File: config.mk
export PLATFORM = sky130hd
export DESIGN_NAME = spi_slave_if
export DESIGN_NICKNAME = d
export VERILOG_FILES = /design/src/rtl/spi_pkg.sv /design/src/rtl/spi_shift_out.sv /design/src/rtl/spi_slave_if.sv
export SDC_FILE = /design/constraint.sdc
export NUM_CORES = 1
export LEC_CHECK = 0
export ABC_CLOCK_PERIOD_IN_PS = 2600
export CORE_ASPECT_RATIO = 0.9
export CORE_MARGIN = 10
export CORE_UTILIZATION = 59
export DETAILED_ROUTE_END_ITERATION = 10
export HOLD_SLACK_MARGIN = 0.03
export MAX_ROUTING_LAYER = met4
export PLACE_DENSITY = 0.84
export SYNTH_ARGS = -nofsm -noshare
export SYNTH_HDL_FRONTEND = slang
export SYNTH_SLANG_ARGS = --single-unit
File: constraint.sdc
create_clock -name i_clk -period 2.6 [get_ports i_clk]
set_input_delay 0.78 -clock i_clk [delete_from_list [all_inputs] [get_ports i_clk]]
set_output_delay 0.78 -clock i_clk [all_outputs]
set_load 0.005 [all_outputs]
File: src/rtl/spi_pkg.sv
// Shared definitions for the SPI slave front-end and the single-port SPI RAM.
// Holds word widths, the control-bit encoding and the slave FSM state type.
package spi_pkg;

  // Word handed to the RAM: 2 control bits followed by 8 payload bits
  localparam int WORD_W = 10;
  // RAM read data returned over MISO
  localparam int DATA_W = 8;

  // Receive counter value at which the last (10th) bit is sampled
  localparam logic [3:0] RX_LAST_CNT = 4'(WORD_W - 2);
  // Transmit counter value at which the final shift (zero fill) happens
  localparam logic [3:0] TX_LAST_CNT = 4'(DATA_W - 1);

  // Control field carried in rx_data[9:8]
  typedef enum logic [1:0] {
    WR_ADDR = 2'b00,
    WR_DATA = 2'b01,
    RD_ADDR = 2'b10,
    RD_DATA = 2'b11
  } spi_ctrl_e;

  // Slave FSM states
  typedef enum logic [2:0] {
    IDLE      = 3'd0,
    CHK_CMD   = 3'd1,
    WRITE     = 3'd2,
    READ_ADD  = 3'd3,
    READ_DATA = 3'd4
  } spi_state_e;

  // Extract the control field from an assembled word
  function automatic spi_ctrl_e word_ctrl(input logic [WORD_W-1:0] word);
    return spi_ctrl_e'(word[WORD_W-1:WORD_W-2]);
  endfunction

endpackage

File: src/rtl/spi_shift_out.sv
// MISO shifter: parallel-loads the RAM read byte, then shifts it out MSB
// first, filling with zeros so the line settles low after the last bit.
module spi_shift_out
  import spi_pkg::*;
(
  input  logic              i_clk,
  input  logic              i_rst,
  input  logic              i_clr,
  input  logic              i_load,
  input  logic [DATA_W-1:0] i_load_data,
  input  logic              i_shift_en,
  output logic              o_bit
);

  logic [DATA_W-1:0] r_sreg;

  // Shift register: clear has priority over load, load over shift
  always_ff @(posedge i_clk or posedge i_rst) begin
    if (i_rst) begin
      r_sreg <= {DATA_W{1'b0}};
    end else if (i_clr) begin
      r_sreg <= {DATA_W{1'b0}};
    end else if (i_load) begin
      r_sreg <= i_load_data;
    end else if (i_shift_en) begin
      r_sreg <= {r_sreg[DATA_W-2:0], 1'b0};
    end else begin
      r_sreg <= r_sreg;
    end
  end

  // MISO is taken straight from the register MSB, so it is glitch-free
  assign o_bit = r_sreg[DATA_W-1];

endmodule

File: src/rtl/spi_slave_if.sv
// SPI slave front-end for the SPI RAM. Deserialises 10-bit MOSI frames into
// rx_data/rx_valid and serialises the RAM read response back out on MISO.
// The SPI bit clock is the system clock; chip select is active low.
module spi_slave_if
  import spi_pkg::*;
(
  input  logic              i_clk,
  input  logic              i_rst,
  input  logic              i_ss_n,
  input  logic              i_mosi,
  output logic              o_miso,
  output logic [WORD_W-1:0] o_rx_data,
  output logic              o_rx_valid,
  input  logic [DATA_W-1:0] i_tx_data,
  input  logic              i_tx_valid
);

  spi_state_e        r_state;
  logic [3:0]        r_bit_cnt;      // payload bits received after the command bit
  logic              r_cmd_msb;      // first bit of the frame (rx_data[9])
  logic [WORD_W-3:0] r_rx_shift;     // payload bits 8..1 while the frame is in flight
  logic [WORD_W-1:0] r_rx_data;
  logic              r_rx_valid;
  logic              r_word_done;    // word delivered, MOSI ignored until ss_n rises
  logic              r_tx_wait;      // READ_DATA delivered, waiting for RAM read data
  logic              r_tx_busy;      // read byte is being shifted out
  logic [3:0]        r_tx_cnt;
  logic              r_rd_addr_done; // a read address has been sent, next read fetches data

  logic              w_clr;
  logic              w_load;
  logic              w_shift_en;
  logic              w_rx_state;

  // Receiving states share the same shift/deliver behaviour
  assign w_rx_state = (r_state == WRITE) || (r_state == READ_ADD) || (r_state == READ_DATA);

  // Main FSM: frame reception, delivery pulse, read-address tracking, MISO sequencing
  always_ff @(posedge i_clk or posedge i_rst) begin
    if (i_rst) begin
      r_state        <= IDLE;
      r_bit_cnt      <= 4'd0;
      r_cmd_msb      <= 1'b0;
      r_rx_shift     <= {(WORD_W-2){1'b0}};
      r_rx_data      <= {WORD_W{1'b0}};
      r_rx_valid     <= 1'b0;
      r_word_done    <= 1'b0;
      r_tx_wait      <= 1'b0;
      r_tx_busy      <= 1'b0;
      r_tx_cnt       <= 4'd0;
      r_rd_addr_done <= 1'b0;
    end else begin
      // rx_valid is a single-cycle pulse unless re-armed below
      r_rx_valid <= 1'b0;
      case (r_state)
        IDLE: begin
          r_bit_cnt   <= 4'd0;
          r_word_done <= 1'b0;
          r_tx_wait   <= 1'b0;
          r_tx_busy   <= 1'b0;
          r_tx_cnt    <= 4'd0;
          if (!i_ss_n) begin
            r_state <= CHK_CMD;
          end else begin
            r_state <= IDLE;
          end
        end

        CHK_CMD: begin
          if (i_ss_n) begin
            r_state   <= IDLE;
            r_bit_cnt <= 4'd0;
          end else begin
            // The first bit picks read vs write; the flag picks address vs data
            r_cmd_msb <= i_mosi;
            r_bit_cnt <= 4'd0;
            if (!i_mosi) begin
              r_state <= WRITE;
            end else if (!r_rd_addr_done) begin
              r_state <= READ_ADD;
            end else begin
              r_state <= READ_DATA;
            end
          end
        end

        WRITE, READ_ADD, READ_DATA: begin
          if (!r_word_done) begin
            if (i_ss_n && (r_bit_cnt != RX_LAST_CNT)) begin
              // Partial word: abort without delivering
              r_state   <= IDLE;
              r_bit_cnt <= 4'd0;
            end else begin
              r_rx_shift <= {r_rx_shift[WORD_W-4:0], i_mosi};
              r_bit_cnt  <= r_bit_cnt + 4'd1;
              if (r_bit_cnt == RX_LAST_CNT) begin
                // Last bit: the word is complete even if ss_n rises on this edge
                r_rx_data   <= {r_cmd_msb, r_rx_shift, i_mosi};
                r_rx_valid  <= 1'b1;
                r_word_done <= 1'b1;
                if (r_state == READ_ADD) begin
                  r_rd_addr_done <= 1'b1;
                end else if (r_state == READ_DATA) begin
                  r_rd_addr_done <= 1'b0;
                end else begin
                  r_rd_addr_done <= r_rd_addr_done;
                end
                if (i_ss_n) begin
                  r_state   <= IDLE;
                  r_tx_wait <= 1'b0;
                end else begin
                  r_tx_wait <= (r_state == READ_DATA);
                end
              end
            end
          end else if (i_ss_n) begin
            // End of frame: any response in progress is truncated
            r_state   <= IDLE;
            r_bit_cnt <= 4'd0;
            r_tx_wait <= 1'b0;
            r_tx_busy <= 1'b0;
            r_tx_cnt  <= 4'd0;
          end else if (r_tx_wait && i_tx_valid) begin
            r_tx_wait <= 1'b0;
            r_tx_busy <= 1'b1;
            r_tx_cnt  <= 4'd0;
          end else if (r_tx_busy) begin
            if (r_tx_cnt == TX_LAST_CNT) begin
              r_tx_busy <= 1'b0;
            end else begin
              r_tx_cnt <= r_tx_cnt + 4'd1;
            end
          end else begin
            r_tx_busy <= 1'b0;
          end
        end

        default: begin
          r_state   <= IDLE;
          r_bit_cnt <= 4'd0;
          r_tx_wait <= 1'b0;
          r_tx_busy <= 1'b0;
          r_tx_cnt  <= 4'd0;
        end
      endcase
    end
  end

  // MISO shifter control: clear whenever deselected, load on RAM data, then shift
  always_comb begin
    w_clr      = 1'b0;
    w_load     = 1'b0;
    w_shift_en = 1'b0;
    if (i_ss_n) begin
      w_clr = 1'b1;
    end else if (w_rx_state && r_tx_wait && i_tx_valid) begin
      w_load = 1'b1;
    end else if (w_rx_state && r_tx_busy) begin
      w_shift_en = 1'b1;
    end else begin
      w_clr = 1'b0;
    end
  end

  spi_shift_out u_shift_out (
    .i_clk       (i_clk),
    .i_rst       (i_rst),
    .i_clr       (w_clr),
    .i_load      (w_load),
    .i_load_data (i_tx_data),
    .i_shift_en  (w_shift_en),
    .o_bit       (o_miso)
  );

  assign o_rx_data  = r_rx_data;
  assign o_rx_valid = r_rx_valid;

endmodule

==> results.json <==
{
  "rsz0062_at_grt": "false",
  "drcViolationCount": 0,
  "setup_viol_count_final": 0,
  "h-tree-depth": 2,
  "cp.required_ps": 2790,
  "synthTopCellsByArea": "dfrtp_1 51%, mux2_2 5.9%, mux2_4 5.7%",
  "final.setup.worst_slack_ps": 583,
  "postSynthAreaPerCell_sq_um": 11.1,
  "clock_latency_ps": 300,
  "crit_chain": "nor2b_1 > or2_1 > and2_4 > mux2_4",
  "fin_area_sq_um": 2490,
  "drt_iter0_markers": 137,
  "cts_made_buffers": 5,
  "fillerInstances": 240,
  "power_density_nw_per_um2": 603,
  "yosysWarnings": 0,
  "grt_max_degree": 44,
  "gp_congestion": 0.916,
  "dp_slack_ps": 362,
  "place_area_sq_um": 2370,
  "syn_inst": 190,
  "status": "finished clean",
  "drive_gt1_share_pct": 16.6,
  "syn_to_final_growth_pct": 18.0,
  "synth_seq_cells": 43,
  "synth_top_area_share_pct": 51.0,
  "power.leakage_nw": 1.12,
  "ant_nets": 0,
  "worst-setup-path-type": "flip-flop to flip-flop",
  "vias": 1553,
  "multi_input_area_sq_um": 928,
  "postSynth.asyncResetShare_pct": 100,
  "ys_types": 44,
  "netlist_area_sq_um": 2110,
  "fin_crit_ps": 2020,
  "grt_pass1_wl_microns": 7440,
  "grt_pass1_vias": 1594,
  "cts_root_buf": "clkbuf_8",
  "maxCapViolations": 0,
  "clock_sinks": 43,
  "hold_path_end": "u_shift_out.r_sreg[2]",
  "dr.pass1.iters": 4,
  "cpPeakStageDelay_ps": 570,
  "worst_setup_path_end_kind": "flip-flop",
  "cts_max_path_buffers": 2,
  "critical_path.startpoint_type": "flip-flop",
  "synthTopCellsByCount": "43 x dfrtp_1, 17 x a21oi_1, 12 x inv_1, 11 x mux2_2, 11 x o21ai_0",
  "reg2reg_depth": 4,
  "fp.dieArea_sq_um": 6370,
  "start_util_pct": 61.9,
  "whs_path_depth": 1,
  "synthMostInstantiatedCell": "dfrtp_1",
  "maxSlewHeadroom_pct": 65.3,
  "crit_buf_inv": 0,
  "final_nets": 232,
  "via_per_inst": 5.95,
  "crit_path_max_fanout": 12,
  "synth-edff-count": 0,
  "routed_wl_microns": 4290,
  "die_h_microns": 76.7,
  "core_sq_um": 3400,
  "num_rows": 20,
  "ir_drop_uv": 448,
  "post_cts_buffers": 0,
  "pin_count": 25,
  "r2r_slack_ps": 580,
  "holdBufCountCts": 0,
  "die_x_microns": 83.0,
  "max_freq_mhz": 496,
  "place_hpwl_microns": 3050,
  "grt_antenna_before_repair": 0,
  "crit_family": "simple AND/OR/NAND/NOR gates",
  "grt.overflow.total": 0,
  "hp-start": "u_shift_out.r_sreg[2]",
  "slew_violations": 0,
  "crit_slowest_cell": "dfrtp_1",
  "period_share_pct": 77.6,
  "io_buffers": 24,
  "yosysTopAreaCell": "dfrtp_1",
  "syn-num-nets": 206,
  "worstMarginPinSlew_ps": 521,
  "diodes": 0,
  "finalHoldViolations": 0,
  "cts_tree": "built",
  "grt_usage_pct": 14.2,
  "yosysSeqAreaShare_pct": 51.0,
  "skew_ps": 9.95,
  "ys_dominant_reg_cell": "dfrtp_1",
  "avgRoutedWirePerCell_microns": 16.4,
  "regArea_sq_um": 1080,
  "tns_ps": 0,
  "crit_arrival_ps": 2200,
  "worstReg2RegStart": "r_state[1]",
  "clk_pin_slew_ps": 80,
  "hold_path_class": "flip-flop to flip-flop",
  "cts_resized": 0,
  "r2r-end": "r_rx_shift[0]"
}
## cell type report
cell class | instances | share of cell area, %
flip-flops and latches | 43 | 43.3
clock inverters | 3 | 1.76
well taps | 44 | 2.21
clock buffers | 5 | 2.77
inverters | 12 | 1.81
multi-input cells | 126 | 37.3
repair buffers | 28 | 10.9
## worst register-to-register path: cells and delay by family, from the launching register on
family	cells	cell delay [ps]
AND/OR/NAND/NOR	3	1030
flip-flops	1	570
multiplexers	1	320
## sequential cells by signal, indices dropped and copies added, names as in the netlist
register,cells
o_rx_data,10
r_bit_cnt,4
r_rx_shift,8
r_tx_busy,1
r_tx_cnt,4
r_state,3
r_cmd_msb,1
o_rx_valid,1
r_word_done,1
r_tx_wait,1
r_rd_addr_done,1
u_shift_out.r_sreg,8
## report_power, final
part	switching, W	total, W	internal (W)
sequential	0.0000592	0.000793	0.000734
combinational	0.0000727	0.000192	0.000119
clock	0.000230	0.000516	0.000286
total	0.000362	0.00150	0.00114
## cell families after synthesis
family | after synthesis | synth area share [%]
AO/OA/AOI/OAI | 53 | 16.3
adder cells (fa/ha/maj) | 3 | 1.78
buffers and inverters | 21 | 4.93
flip-flops | 43 | 51.0
multiplexers | 20 | 12.0
AND/OR/NAND/NOR | 50 | 13.9
## metal layers
layer	up-vias	part of all wire (%)	routed length (microns)	global-route usage [%]
li1	746	-	-	-
met1	771	44	1900	16.2
met2	29	50	2160	23.0
met3	7	3.9	168	4.01
met4	0	1.5	65	5.95
met5	-	0	0	-
## through the flow
stage                     hold WS (ps)  power, W  utilization, %  std cells
after detailed placement           470  0.000996            69.8        253
after CTS                          494   0.00152            73.1        261
final                              492   0.00150            73.1        261
after floorplan                    446  0.000937               -        190
after global placement             464  0.000983            69.8        253
after global routing               515   0.00157            73.1        261
## cells in the final DEF (no fill, tap or decap), drive strengths merged, types with 3 or more instances in the layout
cell type,n
dfrtp,43
nor2,5
clkbuf,5
o2bb2ai,7
o31ai,4
and2,3
mux2,19
inv,12
nor2b,4
buf,4
and3,9
clkdlybuf4s50,24
nor3b,4
o21ai,13
ha,3
nor3,5
nand2,10
nand3,4
a21oi,17
## worst max-delay path by stage
stage	start	endpoint	cells past startpoint
after floorplan	i_ss_n	r_tx_cnt[2]	6
after global placement	i_ss_n	r_tx_cnt[2]	7
after detailed placement	i_ss_n	r_tx_cnt[2]	7
after CTS	r_state[1]	r_rx_shift[0]	4
after global routing	r_state[1]	r_rx_shift[1]	4
final	r_state[1]	r_rx_shift[0]	4
Note: power is estimated with default switching activity, not from simulation.
